[src/rtl/mesh_router_rr.sv]
// mesh_router_rr: N-port mesh router core with per-input FIFOs, destination-addressed delivery,
// round-robin arbitration with burst hold and drop counting; MESH_ROUTER_BROADCAST_EN enables broadcast.
module mesh_router_rr #(
  parameter int DATA_SIZE  = 8,
  parameter int NUM_PORTS  = 5,
  parameter int FIFO_DEPTH = 4,
  parameter int BURST_LEN  = 1
) (
  input  logic                           clk,
  input  logic                           rst,
  input  logic [NUM_PORTS-1:0]           in_fill_i,
  input  logic [NUM_PORTS*DATA_SIZE-1:0] in_data_i,
  output logic [NUM_PORTS-1:0]           in_empty_o,
  output logic [NUM_PORTS-1:0]           out_fill_o,
  input  logic [NUM_PORTS-1:0]           out_empty_i,
  output logic [DATA_SIZE-1:0]           out_data_o,
  output logic [NUM_PORTS-1:0]           grant_o,
  output logic [7:0]                     drop_cnt_o
);
  localparam int DEST_W = $clog2(NUM_PORTS) + 1;
  localparam int PW     = $clog2(NUM_PORTS);
  localparam int AW     = $clog2(FIFO_DEPTH);
  localparam int CW     = AW + 1;
  localparam int BW     = 4;
`ifdef MESH_ROUTER_BROADCAST_EN
  localparam bit BCAST = 1'b1;
`else
  localparam bit BCAST = 1'b0;
`endif

  logic [DATA_SIZE-1:0] r_mem [NUM_PORTS][FIFO_DEPTH];
  logic [AW-1:0]        r_rd  [NUM_PORTS];
  logic [AW-1:0]        r_wr  [NUM_PORTS];
  logic [CW-1:0]        r_cnt [NUM_PORTS];
  logic [DATA_SIZE-1:0] w_head [NUM_PORTS];
  logic [DEST_W-1:0]    w_dest [NUM_PORTS];
  logic [NUM_PORTS-1:0] w_push, w_pop, w_elig, w_rot;
  logic                 w_found, w_dv, w_bc, w_rst_ptr;
  logic [PW-1:0]        w_off, w_win, w_next;
  logic [PW:0]          w_sum;
  logic [DATA_SIZE-1:0] w_wdata;
  logic [DEST_W-1:0]    w_wdest;
  logic [BW-1:0]        w_burst;
  logic [PW-1:0]        r_ptr, r_last;
  logic [BW-1:0]        r_burst;
  logic [NUM_PORTS-1:0] r_grant, r_fill;
  logic [DATA_SIZE-1:0] r_data;
  logic [7:0]           r_drop;

  for (genvar g = 0; g < NUM_PORTS; g++) begin : g_in
    assign w_head[g]     = r_mem[g][r_rd[g]];
    assign w_dest[g]     = w_head[g][DEST_W-1:0];
    assign in_empty_o[g] = r_cnt[g] < CW'(FIFO_DEPTH);
    assign w_push[g]     = in_fill_i[g] & in_empty_o[g];
    assign w_pop[g]      = w_found && (w_win == PW'(g));
    // invalid destinations stay eligible so they can be drained and counted
    assign w_elig[g]     = (r_cnt[g] != '0) &&
                           (w_dest[g] < DEST_W'(NUM_PORTS) ? |(out_empty_i & (NUM_PORTS'(1) << w_dest[g])) :
                            (BCAST && &w_dest[g]) ? &(out_empty_i | (NUM_PORTS'(1) << g)) : 1'b1);
  end

  assign w_rot   = NUM_PORTS'({w_elig, w_elig} >> r_ptr);
  assign w_found = |w_rot;

  always_comb begin
    w_off = '0;
    for (int i = NUM_PORTS - 1; i >= 0; i--) w_off = w_rot[i] ? PW'(i) : w_off;
  end

  assign w_sum     = {1'b0, r_ptr} + {1'b0, w_off};
  assign w_win     = (w_sum >= (PW+1)'(NUM_PORTS)) ? PW'(w_sum - (PW+1)'(NUM_PORTS)) : PW'(w_sum);
  assign w_next    = (w_win == PW'(NUM_PORTS - 1)) ? '0 : w_win + 1'b1;
  assign w_wdata   = w_head[w_win];
  assign w_wdest   = w_wdata[DEST_W-1:0];
  assign w_dv      = w_wdest < DEST_W'(NUM_PORTS);
  assign w_bc      = BCAST && &w_wdest;
  assign w_burst   = (w_win == r_last) ? r_burst + 1'b1 : BW'(1);
  assign w_rst_ptr = (w_burst == BW'(BURST_LEN)) || (r_cnt[w_win] == CW'(1) && !w_push[w_win]);

  always_ff @(posedge clk) begin
    for (int p = 0; p < NUM_PORTS; p++)
      if (w_push[p]) r_mem[p][r_wr[p]] <= in_data_i[p*DATA_SIZE +: DATA_SIZE];
  end

  always_ff @(posedge clk) begin
    for (int p = 0; p < NUM_PORTS; p++) begin
      if (rst) begin
        r_wr[p]  <= '0;
        r_rd[p]  <= '0;
        r_cnt[p] <= '0;
      end else begin
        if (w_push[p]) r_wr[p] <= r_wr[p] + 1'b1;
        if (w_pop[p]) r_rd[p] <= r_rd[p] + 1'b1;
        r_cnt[p] <= r_cnt[p] + CW'(w_push[p]) - CW'(w_pop[p]);
      end
    end
  end

  always_ff @(posedge clk) begin
    if (rst) begin
      r_ptr   <= '0;
      r_last  <= '0;
      r_burst <= '0;
      r_grant <= '0;
      r_fill  <= '0;
      r_data  <= '0;
      r_drop  <= '0;
    end else begin
      r_grant <= w_found ? NUM_PORTS'(1) << w_win : '0;
      r_fill  <= !w_found ? '0 : w_dv ? NUM_PORTS'(1) << w_wdest : w_bc ? ~(NUM_PORTS'(1) << w_win) : '0;
      if (w_found && (w_dv || w_bc)) r_data <= w_wdata;
      if (w_found && !w_dv && !w_bc && r_drop != 8'hff) r_drop <= r_drop + 8'd1;
      if (w_found) begin
        r_last  <= w_win;
        r_burst <= w_rst_ptr ? '0 : w_burst;
        r_ptr   <= w_rst_ptr ? w_next : w_win;
      end
    end
  end

  assign out_fill_o = r_fill;
  assign out_data_o = r_data;
  assign grant_o    = r_grant;
  assign drop_cnt_o = r_drop;
endmodule

[config.mk]
export PLATFORM = sky130hd
export DESIGN_NAME = mesh_router_rr
export DESIGN_NICKNAME = d
export VERILOG_FILES = /design/src/rtl/mesh_router_rr.sv
export SDC_FILE = /design/constraint.sdc
export NUM_CORES = 1
export LEC_CHECK = 0
export ABC_AREA = 1
export BUFFER_PORTS_ARGS = -buffer_cell sky130_fd_sc_hd__buf_2
export CAP_MARGIN = 15
export CORE_UTILIZATION = 62
export DETAILED_ROUTE_END_ITERATION = 8
export PLACE_DENSITY_LB_ADDON = 0.1
export SLEW_MARGIN = 15
export SYNTH_ARGS = -nofsm -noshare
export SYNTH_HDL_FRONTEND = slang
export SYNTH_SLANG_ARGS = --single-unit
export TNS_END_PERCENT = 30
[constraint.sdc]
create_clock -name clk -period 9.1 [get_ports clk]
set_input_delay 1.82 -clock clk [delete_from_list [all_inputs] [get_ports clk]]
set_output_delay 1.82 -clock clk [all_outputs]
set_load 0.03 [all_outputs]
==> results of run 1 <==
==> metrics by stage <==
| step | util (%) | instance area (um2) | setup WS, ns |
|---|---|---|---|
| after floorplan | - | 10800 | 2.92 |
| after global placement | 67.4 | 11300 | 2.41 |
| after detailed placement | 67.4 | 11300 | 2.28 |
| after CTS | 71.8 | 12100 | 2.77 |
| after global routing | 71.8 | 12100 | 2.15 |
| final | 71.8 | 12100 | 2.69 |
==> cell usage in the layout, fill, tap and decap left out, types with 3 or more instances in the layout <==
cell type	synthesis	final
or2_2	3	3
nor2_1	122	122
clkinvlp_4	0	5
buf_2	12	82
nand2_2	5	5
o211ai_1	6	6
fa_1	6	6
nand4_1	15	15
o221ai_1	8	8
edfxtp_1	180	180
a21oi_1	23	23
xnor2_1	7	7
and3_1	3	3
nor2_4	3	3
o21ai_1	10	10
nor4_1	4	4
clkbuf_1	13	3
clkinv_1	1	5
clkbuf_16	0	25
inv_2	11	11
dfxtp_1	51	51
a22oi_1	5	5
nand3b_1	3	3
nand2_1	191	191
clkinv_2	0	5
xor2_1	13	13
o21ai_0	64	64
nand3_1	112	112
nor3_1	14	14
ha_1	37	37
o22ai_1	17	17
inv_1	102	102
==> metal layers <==
layer / GRT usage (%) / vias up
li1: - / 3829
met1: 37.5 / 3718
met2: 44.0 / 279
met3: 4.08 / 42
met4: 7.93 / 0
met5: 0 / -
==> cells in the mapped netlist, types with 4 or more instances <==
master	n	area share (%)
xor2_1	13	1.1
o21ai_1	10	0.46
nand3_1	112	5.2
xnor2_1	7	0.57
o211ai_1	6	0.42
o22ai_1	17	0.98
nand4_1	15	0.87
fa_1	6	1.1
ha_1	37	4.3
nor2_1	122	4.2
o221ai_1	8	0.65
dfxtp_1	51	9.4
inv_1	102	3.5
nor3_1	14	0.65
nor4_1	4	0.23
a22oi_1	5	0.35
o21ai_0	64	3.0
clkbuf_1	13	0.45
nand2_1	191	6.6
inv_2	11	0.38
a21oi_1	23	1.1
nand2_2	5	0.29
buf_2	12	0.55
buf_4	7	0.49
edfxtp_1	180	50
==> flip-flops by register name, summed over array words and instances (netlist names) <==
| name | cells |
|---|---|
| r_last | 3 |
| out_fill_o | 5 |
| grant_o | 5 |
| drop_cnt_o | 8 |
| r_burst | 4 |
| r_ptr | 3 |
| r_cnt | 15 |
| r_wr | 10 |
| r_rd | 10 |
| r_mem | 160 |
| out_data_o | 8 |
==> worst reg2reg max path: cells and delay by family (launching register included) <==
family / cells / cell delay, ns
adder cells (fa/ha/maj): 7 / 1.83
flip-flops: 1 / 0.76
AO/OA/AOI/OAI: 4 / 0.61
AND/OR/NAND/NOR: 19 / 1.91
buffers and inverters: 5 / 1.13
==> final timing paths <==
kind	startpoint	end	depth (start not counted)
setup / recovery	out_empty_i[4]	r_cnt[3][2]	33
hold / removal	out_data_o[3]	out_data_o[3]	2
setup reg to reg	r_rd[0][0]	r_cnt[3][2]	35
hold reg to reg	out_data_o[3]	out_data_o[3]	2
==> area by class of cell <==
type	instances	share of cell area, %
Clock buffer	28	5.28
Tap cell	220	2.28
Multi-Input combinational cell	691	31.2
Inverter	116	3.65
Clock inverter	16	0.788
Sequential cell	231	53.2
Timing Repair Buffer	84	3.52
==> kinds of logic (layout without fill, tap and decap cells) <==
group | after synthesis | in the layout | synth area share, %
AOI/OAI and AO/OA | 141 | 141 | 7.70
xor gates and xnor gates | 20 | 20 | 1.62
DFF | 231 | 231 | 59.4
and+or+nand+nor | 487 | 487 | 20.2
adders and majority gates | 43 | 43 | 5.39
buffers and inverters | 150 | 244 | 5.77
==> summary.md, run 1 <==
| Metric | Value |
|---|---|
| Status | `completed` |
| Seq/Total Area, Yosys | `59.4%` |
| Number of synthesized register bits | `231` |
| Global-route wire length before repair | `37500 um` |
| Buffer count from post-CTS setup fixing | `0` |
| Post-route minimum period | `6.41 ns` |
| Filler cells | `1231` |
| Ys flop type | `edfxtp_1` |
| Register Area | `6430 um2` |
| Via count | `7868` |
| RSZ-0062 raised after global routing | `false` |
| Largest net degree at the start of global routing | `37` |
| CP required | `9.54 ns` |
| Worst min path class | `flop to flop` |
| Cts bufs inserted | `24` |
| Hpwl dp | `16600 um` |
| Synth Instances | `1072` |
| Initial DRC Count | `703` |
| Hold buffers post-CTS | `0` |
| Core area | `16800 um2` |
| Clock skew | `0.0136 ns` |
| CTS clk-pin slew, worst paths | `0.07 ns` |
| Total Wirelength | `23700 um` |
| Arrival @ worst endpoint | `6.85 ns` |
| Placed cells | `1342` |
| # Max-Cap Violations | `0` |
| Share of cells above drive strength 1 | `13.6%` |
| Post-DR vias/cell | `5.68` |
| Cell Count, Final, Fillers Out | `1386` |
| Total congestion overflow | `0` |
| Slack of the worst reg-to-reg path | `2.78 ns` |
| Worst Path Max Fanout | `21` |
| Area of the multi-input gates | `3770 um2` |
| TritonCTS Sinks | `231` |
| Met3 WL post-DR | `1560 um` |
| Final hold violations | `0` |
| ANT cells | `0` |
| H-tree Lvls | `1` |
| Mean post-synth cell area | `10.1 um2` |
| Routed met1 length | `10200 um` |
| Skew-Pair Late Insertion Delay | `0.51 ns` |
| Post-synth EDFFs | `180` |
| Antenna violations before repair | `0` |
| WP buf/inv | `6` |
| Final nets | `1243` |
| Area Growth Syn to Fin | `11.5%` |
| Number of global-route vias before repair | `7344` |
| Crit path kind | `input pin to flop` |
| Drt pass-1 iters | `6` |
| Netlist Area Pre-Place | `10800 um2` |
| Die area | `18000 um2` |
| Die Height | `134 um` |
| Antenna-violating nets left | `0` |
| Gr usage total | `26.9%` |
| Worst slew pin tran | `0.833 ns` |
| Synth cell types | `45` |
| IO Pins | `83` |
| Met2 wire len | `11300 um` |
| Crit-path slowest cell | `fa_1` |
| Maximum single-stage delay on the critical path | `0.44 ns` |
| Number of I/O port buffers | `82` |
| Clk buf depth | `3` |
| Root Buffer | `clkbuf_16` |
| Uppermost layer routed | `met4` |
| Max_slew headroom | `44.2%` |
| Delay-heaviest family, CP | `adder cells` |
| CTS tree | `done` |
| DR DRC count | `0` |
| Fin Hold WS | `0.445 ns` |
| Final setup vio count | `0` |
| Tcrit/Tclk final | `70.5%` |
| Per-cell routed wire length | `17.1 um` |
| CP Capture Type | `flop` |
| Ys Warns | `0` |
| Die Wd | `134 um` |
| CP Launch Type | `input pin` |
| Gates resized, CTS repair | `0` |
| Synth async-reset ratio | `0%` |
| Row count | `47` |
| GP Congestion | `0.934` |
| Post-Route Setup TNS | `0 ns` |
| Syn Nets | `1167` |
| Max Fclk | `156 MHz` |
| Critical path's most frequent cell | `nand2_1` |
| Initial core utilization | `64.4%` |
| Slew Limit Fails | `0` |
Power of run 1 is not shown: default switching activity piles up to over one toggle a cycle in this logic, so the estimate is an artifact.
==> run 2: changes to the inputs <==
- ABC_AREA: 1 -> 0
- CORE_UTILIZATION: 62 -> 60
- clock period: 9.1 -> 6.5 ns (I/O delays scaled with it)
==> run 2 against run 1 <==
Die area rose by 2.6%; worst hold slack improved by 0.043 ns; non-clock buffer count rose by 46; sequential cell count did not move; critical endpoint is now drop_cnt_o[3].
==> summary.md, run 2 <==
| Metric | Value |
|---|---|
| Leading area contributor after synthesis | `edfxtp_1` |
| Total congestion overflow | `0 (unchanged)` |
| Skew-Pair Late Insertion Delay | `0.53 ns (+0.02 ns)` |
| Drt pass-1 iters | `4 (-2)` |
| Gr usage total | `25.3% (-1.6 points)` |
| Clk buf depth | `3 (unchanged)` |
| Die Height | `136 um (+1.3%)` |
| GP Congestion | `0.944 (+1.1%)` |
| Post-DR vias/cell | `6.01 (+5.9%)` |
| CTS tree | `done` |
| Worst R2R Path Depth | `27 (-23%)` |
| Worst R2R Start | `r_rd[4][0]` |
| Ys flop type | `edfxtp_1` |
| Filler cells | `1142 (-7.2%)` |
| WHS Endpoint | `out_data_o[3]` |
| Synth Instances | `762 (-29%)` |
| Number of global-route vias before repair | `6672 (-9.2%)` |
| WP buf/inv | `4 (-2)` |
| Row count | `48 (+2.1%)` |
| Total Wirelength | `22800 um (-3.7%)` |
| Crit path kind | `flop to flop` |
| CP required | `6.93 ns (-2.61 ns)` |
| Slew Limit Fails | `0 (unchanged)` |
| Status | `completed` |
| Worst R2R End | `drop_cnt_o[3]` |
| Share of cells above drive strength 1 | `29.8% (+16 points)` |
| Final hold violations | `0 (unchanged)` |
| Post-synthesis mux area share | `10.4% (+10 points)` |
| CP Launch Type | `flop` |
| Per-cell routed wire length | `20.2 um (+18%)` |
| ANT cells | `0 (unchanged)` |
| Syn Nets | `857 (-27%)` |
| Tcrit/Tclk final | `95.5%` |
| Maximum single-stage delay on the critical path | `0.60 ns (+0.16 ns)` |
| H-tree Lvls | `1 (unchanged)` |
| Count leader, synth | `edfxtp_1` |
| Delay-heaviest family, CP | `compound AO/OA/AOI/OAI gates` |
| Mean post-synth cell area | `14.1 um2 (+40%)` |
| Post-route minimum period | `6.21 ns` |
| Seq/Total Area, Yosys | `59.8% (+0.43 points)` |
| Post-synthesis simple-gate area fraction | `12.3% (-7.9 points)` |
| # Max-Cap Violations | `0 (unchanged)` |
| Cts bufs inserted | `24 (unchanged)` |
| Compound-gate portion of the synthesized area | `7.13% (-0.57 points)` |
| Number of I/O port buffers | `82 (unchanged)` |
| Number of synthesized register bits | `231 (unchanged)` |
| Initial DRC Count | `529 (-25%)` |
| Die area | `18400 um2 (+2.6%)` |
| Hold buffers post-CTS | `0 (unchanged)` |
| Hold Crit Start | `out_data_o[3]` |
| Final nets | `983 (-21%)` |
| Worst min path class | `flop to flop` |
| CP Capture Type | `flop` |
| Commonest non-fill, non-tap cell in the layout | `edfxtp_1` |
| Hold path cells | `1 (-1)` |
| Top-area cell type share of the netlist area | `50.3% (+0.36 points)` |
| Core area | `17400 um2 (+3.6%)` |
| Fin area | `12600 um2 (+4.4%)` |
| Arrival @ worst endpoint | `6.64 ns (-0.21 ns)` |
| Hpwl dp | `16400 um (-1.3%)` |
| Global-route wire length before repair | `35000 um (-6.5%)` |
| Area Growth Syn to Fin | `17.3%` |
| Initial core utilization | `61.7% (-2.7 points)` |
| Post-Synth XOR/XNOR Area | `1.97% (+0.35 points)` |
| TritonCTS Sinks | `231 (unchanged)` |
| Top post-synthesis cells by area | `edfxtp_1 50%, dfxtp_1 9.5%, mux4_2 8.6%` |
| Worst Path Max Fanout | `16 (-24%)` |
| CTS clk-pin slew, worst paths | `0.06 ns (about the same)` |
| Post-DP Area | `11500 um2 (+1.3%)` |
| Netlist Area Pre-Place | `10700 um2 (-0.72%)` |
| Synth cell types | `69 (+53%)` |
| Ys Warns | `0 (unchanged)` |
| Largest register FFs | `160 (unchanged)` |
| Post-synth top cells | `180 x edfxtp_1, 53 x nand2_1, 51 x dfxtp_1, 43 x nor2_1, 41 x mux4_2` |
| Slack of the worst reg-to-reg path | `0.29 ns (-2.49 ns)` |
| Most frequent cells in the layout | `180 x edfxtp_1, 82 x buf_2, 51 x nand2_1, 51 x dfxtp_1, 43 x nor2_1` |
| Worst slew pin tran | `0.771 ns (-0.0624 ns)` |
| DR DRC count | `0 (unchanged)` |
| Antenna violations before repair | `0 (unchanged)` |
| Max Fclk | `161 MHz` |
| Main combinational cell family by area after synthesis | `simple AND/OR/NAND/NOR gates` |
| Max_slew headroom | `48.6% (+4.4 points)` |
| Final setup vio count | `0 (unchanged)` |
| Antenna-violating nets left | `0 (unchanged)` |
| Root Buffer | `clkbuf_16` |
| Post-synth EDFFs | `180 (unchanged)` |
| Crit-path slowest cell | `mux4_2` |
| Synth async-reset ratio | `0% (unchanged)` |
| Largest net degree at the start of global routing | `65 (+76%)` |
| Die Wd | `136 um (+1.3%)` |
| Post-Synth Adder-Cell Area | `5.43% (+0.039 points)` |
| Critical path's most frequent cell | `a21oi_1` |
| Clock skew | `0.0294 ns (+0.0158 ns)` |
| IO Pins | `83 (unchanged)` |
| Via count | `6797 (-14%)` |
==> run 2: cell count changes after synthesis, moves of 41 or more <==
| cell | before | now |
|---|---|---|
| nand2_1 | 191 | 53 |
| nand3_1 | 112 | 15 |
| nor2_1 | 122 | 43 |
| inv_1 | 102 | 33 |
| o21ai_0 | 64 | 7 |
| mux4_2 | 0 | 41 |
==> run 2: through the flow <==
step | setup slack (ns) | instances | hold slack (ns) | setup TNS, ns | utilization [%]
floorplan | 0.000733 | 762 | 0.460 | 0 | -
global placement | 0.0669 | 1066 | 0.467 | 0 | 65.9
detailed placement | -0.178 | 1066 | 0.480 | -1.29 | 65.9
CTS | 0.0270 | 1113 | 0.488 | 0 | 70.8
global route | -0.0435 | 1131 | 0.506 | -0.133 | 72.4
finish | 0.290 | 1131 | 0.488 | 0 | 72.4
==> run 2: cell families after synthesis <==
group	count (synthesis)
AOI/OAI and AO/OA	96
xor gates and xnor gates	22
adders and majority gates	43
buffers and inverters	67
DFF	231
muxes	60
and+or+nand+nor	243
==> run 2: layer usage <==
layer	vias up	global-route usage, %	part of all wire, %
li1	3130	-	-
met1	3419	33.5	41
met2	198	43.3	51
met3	50	3.47	5.1
met4	0	7.80	2.7
met5	-	0	0
==> run 2: worst max path at each step <==
stage | slack, ns | endpoint | start | cells past startpoint
3_5_place_dp | -0.18 | r_cnt[2][2] | out_empty_i[4] | 27
6_report | 0.29 | drop_cnt_o[3] | r_rd[4][0] | 27
3_3_place_gp | 0.07 | r_cnt[2][2] | out_empty_i[4] | 27
4_1_cts | 0.03 | r_cnt[2][2] | r_rd[3][0] | 26
2_1_floorplan | 0.0007 | r_cnt[4][2] | out_empty_i[4] | 28
5_1_grt | -0.04 | drop_cnt_o[3] | r_rd[3][1] | 27
==> run 2: worst register-to-register path: stages, from the launching register on <==
cell and delay, ns:
edfxtp_1 0.37, buf_12 0.13, mux4_2 0.60, nor3_1 0.31, a211oi_1 0.16, a32oi_4 0.29, nand2_2 0.09, nor2_1 0.10
a21oi_1 0.05, mux2i_1 0.20, a21oi_1 0.11, o32ai_2 0.23, ha_2 0.26, fa_2 0.47, inv_2 0.07, ha_2 0.18
nand2b_1 0.10, a221oi_4 0.33, buf_6 0.16, xnor2_4 0.14, inv_6 0.11, mux2i_1 0.14, o21ai_0 0.22, o21ai_0 0.20
a21oi_2 0.27, o21ai_4 0.15, or4_1 0.54, a21oi_1 0.15
==> run 2: layout make-up <==
cell class | count | area, um2 | area share, %
Timing Repair Buffer | 130 | 832 | 6.60
Multi-Input combinational cell | 464 | 4110 | 32.6
Clock inverter | 16 | 178 | 1.41
Timing Repair inverter | 1 | 5.00 | 0.0397
Tap cell | 225 | 282 | 2.23
Sequential cell | 231 | 6430 | 51.0
Clock buffer | 28 | 636 | 5.04
Inverter | 36 | 140 | 1.11
==> run 2: repair_timing <==
action | CTS | global route
pin swaps | 0 | 7
gates resized for setup | 0 | 29
setup buffers | 3 | 17
setup endpoints to repair | 4 | 36
cloned | 0 | 1
Power of run 2 is left out for the same reason.
==> run 3: changes to the inputs <==
- ABC_AREA: 0 -> 1
- BUFFER_PORTS_ARGS: -buffer_cell sky130_fd_sc_hd__buf_2 -> -buffer_cell sky130_fd_sc_hd__clkbuf_2
==> run 3 against run 2 <==
Cell count grew 24%; via count grew 16%; count of clock-buffer cells in the layout grew 10; critical endpoint is now r_cnt[4][2]; critical path type unchanged; sequential share of layout area rose by 1.6 points.
==> summary.md, run 3 (same netlist as run 1, synthesis figures left out) <==
| Metric | Value |
|---|---|
| Status | `completed` |
| IO Pins | `83 (unchanged)` |
| Hold buffers post-CTS | `0 (unchanged)` |
| Post-DR vias/cell | `5.61 (-6.7%)` |
| Root Buffer | `clkbuf_16` |
| WP buf/inv | `5 (+1)` |
| Via count | `7870 (+16%)` |
| Die Height | `136 um (+0.35%)` |
| Initial DRC Count | `583 (+10%)` |
| Arrival @ worst endpoint | `6.22 ns (-0.42 ns)` |
| Total congestion overflow | `0 (unchanged)` |
| Largest register FFs | `160 (unchanged)` |
| Initial core utilization | `61.9% (+0.23 points)` |
| RSZ-0062 raised after global routing | `false` |
| WHS Endpoint | `out_data_o[3]` |
| Crit path kind | `flop to flop` |
| TritonCTS Sinks | `231 (unchanged)` |
| Max_slew headroom | `35.3% (-13 points)` |
| Gates resized, CTS repair | `0 (unchanged)` |
| Slack of the worst reg-to-reg path | `0.64 ns (+0.35 ns)` |
| Final setup vio count | `0 (unchanged)` |
| CP Launch Type | `flop` |
| Slew Limit Fails | `0 (unchanged)` |
| CP Capture Type | `flop` |
| Global-route wire length before repair | `37900 um (+8.1%)` |
| Hold Crit Start | `out_data_o[3]` |
| Skew-Pair Late Insertion Delay | `0.52 ns (about the same)` |
| GP Congestion | `0.938 (-0.64%)` |
| Antenna-violating nets left | `0 (unchanged)` |
| CP required | `6.86 ns (-0.07 ns)` |
| Largest net degree at the start of global routing | `37 (-43%)` |
| Final nets | `1256 (+28%)` |
| Antenna violations before repair | `0 (unchanged)` |
| ANT cells | `0 (unchanged)` |
| Core area | `17500 um2 (+0.35%)` |
| Row count | `48 (unchanged)` |
| Maximum single-stage delay on the critical path | `0.74 ns (+0.14 ns)` |
| Post-route minimum period | `5.86 ns (-0.348 ns)` |
| Delay-heaviest family, CP | `simple AND/OR/NAND/NOR gates` |
| Hold path cells | `2 (+1)` |
| Worst R2R End | `r_cnt[4][2]` |
| Drt pass-1 iters | `5 (+1)` |
| CTS tree | `done` |
| Worst min path class | `flop to flop` |
| Die Wd | `136 um (+0.35%)` |
| Post-Route Setup TNS | `0 ns (unchanged)` |
| Filler cells | `1338 (+17%)` |
| Tcrit/Tclk final | `90.2% (-5.3 points)` |
| DR DRC count | `0 (unchanged)` |
| Crit-path slowest cell | `edfxtp_1` |
| Clk buf depth | `3 (unchanged)` |
| Gr usage total | `26.9% (+1.6 points)` |
| Most frequent cells in the layout | `191 x nand2_1, 180 x edfxtp_1, 122 x nor2_1, 112 x nand3_1, 102 x inv_1` |
| Clock skew | `0.0144 ns (-0.0150 ns)` |
| Area of the multi-input gates | `3770 um2 (-8.2%)` |
| Worst R2R Start | `r_rd[3][0]` |
| H-tree Lvls | `1 (unchanged)` |
| Register Area | `6430 um2 (unchanged)` |
| Critical path's most frequent cell | `nand2_1` |
| Per-cell routed wire length | `17.2 um (-15%)` |
| Hpwl dp | `17300 um (+5.4%)` |
| Die area | `18600 um2 (+0.71%)` |
| Share of cells above drive strength 1 | `14.4% (-15 points)` |
| Area Growth Syn to Fin | `13.0%` |
| Total Wirelength | `24200 um (+6.0%)` |
| Worst Path Max Fanout | `20 (+4)` |
| Final hold violations | `0 (unchanged)` |
| Worst R2R Path Depth | `35 (+30%)` |
| Worst slew pin tran | `0.971 ns (+0.200 ns)` |
| Commonest non-fill, non-tap cell in the layout | `nand2_1` |
| CTS clk-pin slew, worst paths | `0.06 ns (about the same)` |
| Max Fclk | `171 MHz (+5.9%)` |
| Number of global-route vias before repair | `7586 (+14%)` |
| Number of I/O port buffers | `82 (unchanged)` |
| Cts bufs inserted | `24 (unchanged)` |
| # Max-Cap Violations | `0 (unchanged)` |
[run 3: stage by stage]
step | setup WS (ns) | instances | utilization (%) | hold WS [ns] | instance area, um2
floorplan | 0.838 | 1072 | - | 0.434 | 10800
global placement | 0.652 | 1352 | 65.1 | 0.435 | 11400
detailed placement | 0.486 | 1352 | 65.1 | 0.435 | 11400
CTS | 0.559 | 1396 | 69.7 | 0.444 | 12200
global route | 0.0988 | 1404 | 70.0 | 0.469 | 12200
finish | 0.638 | 1404 | 70.0 | 0.443 | 12200
[run 3: worst reg2reg max path, delay by kind of cell, from the launching register on]
family / cells / cell delay (ns)
buffers and inverters: 5 / 0.72
xor gates and xnor gates: 1 / 0.18
DFF: 1 / 0.74
AOI/OAI and AO/OA: 3 / 0.40
and+or+nand+nor: 20 / 1.95
adders and majority gates: 6 / 1.74
[run 3: repair_timing]
item / CTS / global route
endpoints found under the setup margin: 0 / 1
setup buffers: 0 / 8
endpoints found under the hold margin: 0 / 0
[run 3: routing by layer]
metal	GRT usage, %	up-vias	share of wire, %
met5	2.22	-	0.19
met4	9.14	2	3.0
met3	4.62	55	7.4
li1	-	3861	-
met1	36.1	3676	43
met2	44.0	276	47
[run 3: final cells by class]
class                      instances  area share (%)
sequential                       231            52.5
multi-input combinational        691            30.8
clock buffer                      38            6.20
timing repair buffer              97            4.28
inverter                         116            3.60
tap                              225            2.30
clock inverter                     6           0.256
[run 3: how the worst max path moves through the flow]
stage	from	endpoint	slack [ns]	cells past startpoint
final	r_rd[3][0]	r_cnt[4][2]	0.64	35
after global placement	out_empty_i[4]	r_cnt[4][2]	0.65	33
after detailed placement	out_empty_i[4]	r_cnt[4][2]	0.49	33
after floorplan	out_empty_i[4]	r_cnt[4][2]	0.84	33
after CTS	r_rd[2][0]	r_cnt[4][2]	0.56	35
after global routing	r_rd[3][0]	r_cnt[4][2]	0.1	35
Power of run 3 is left out for the same reason.
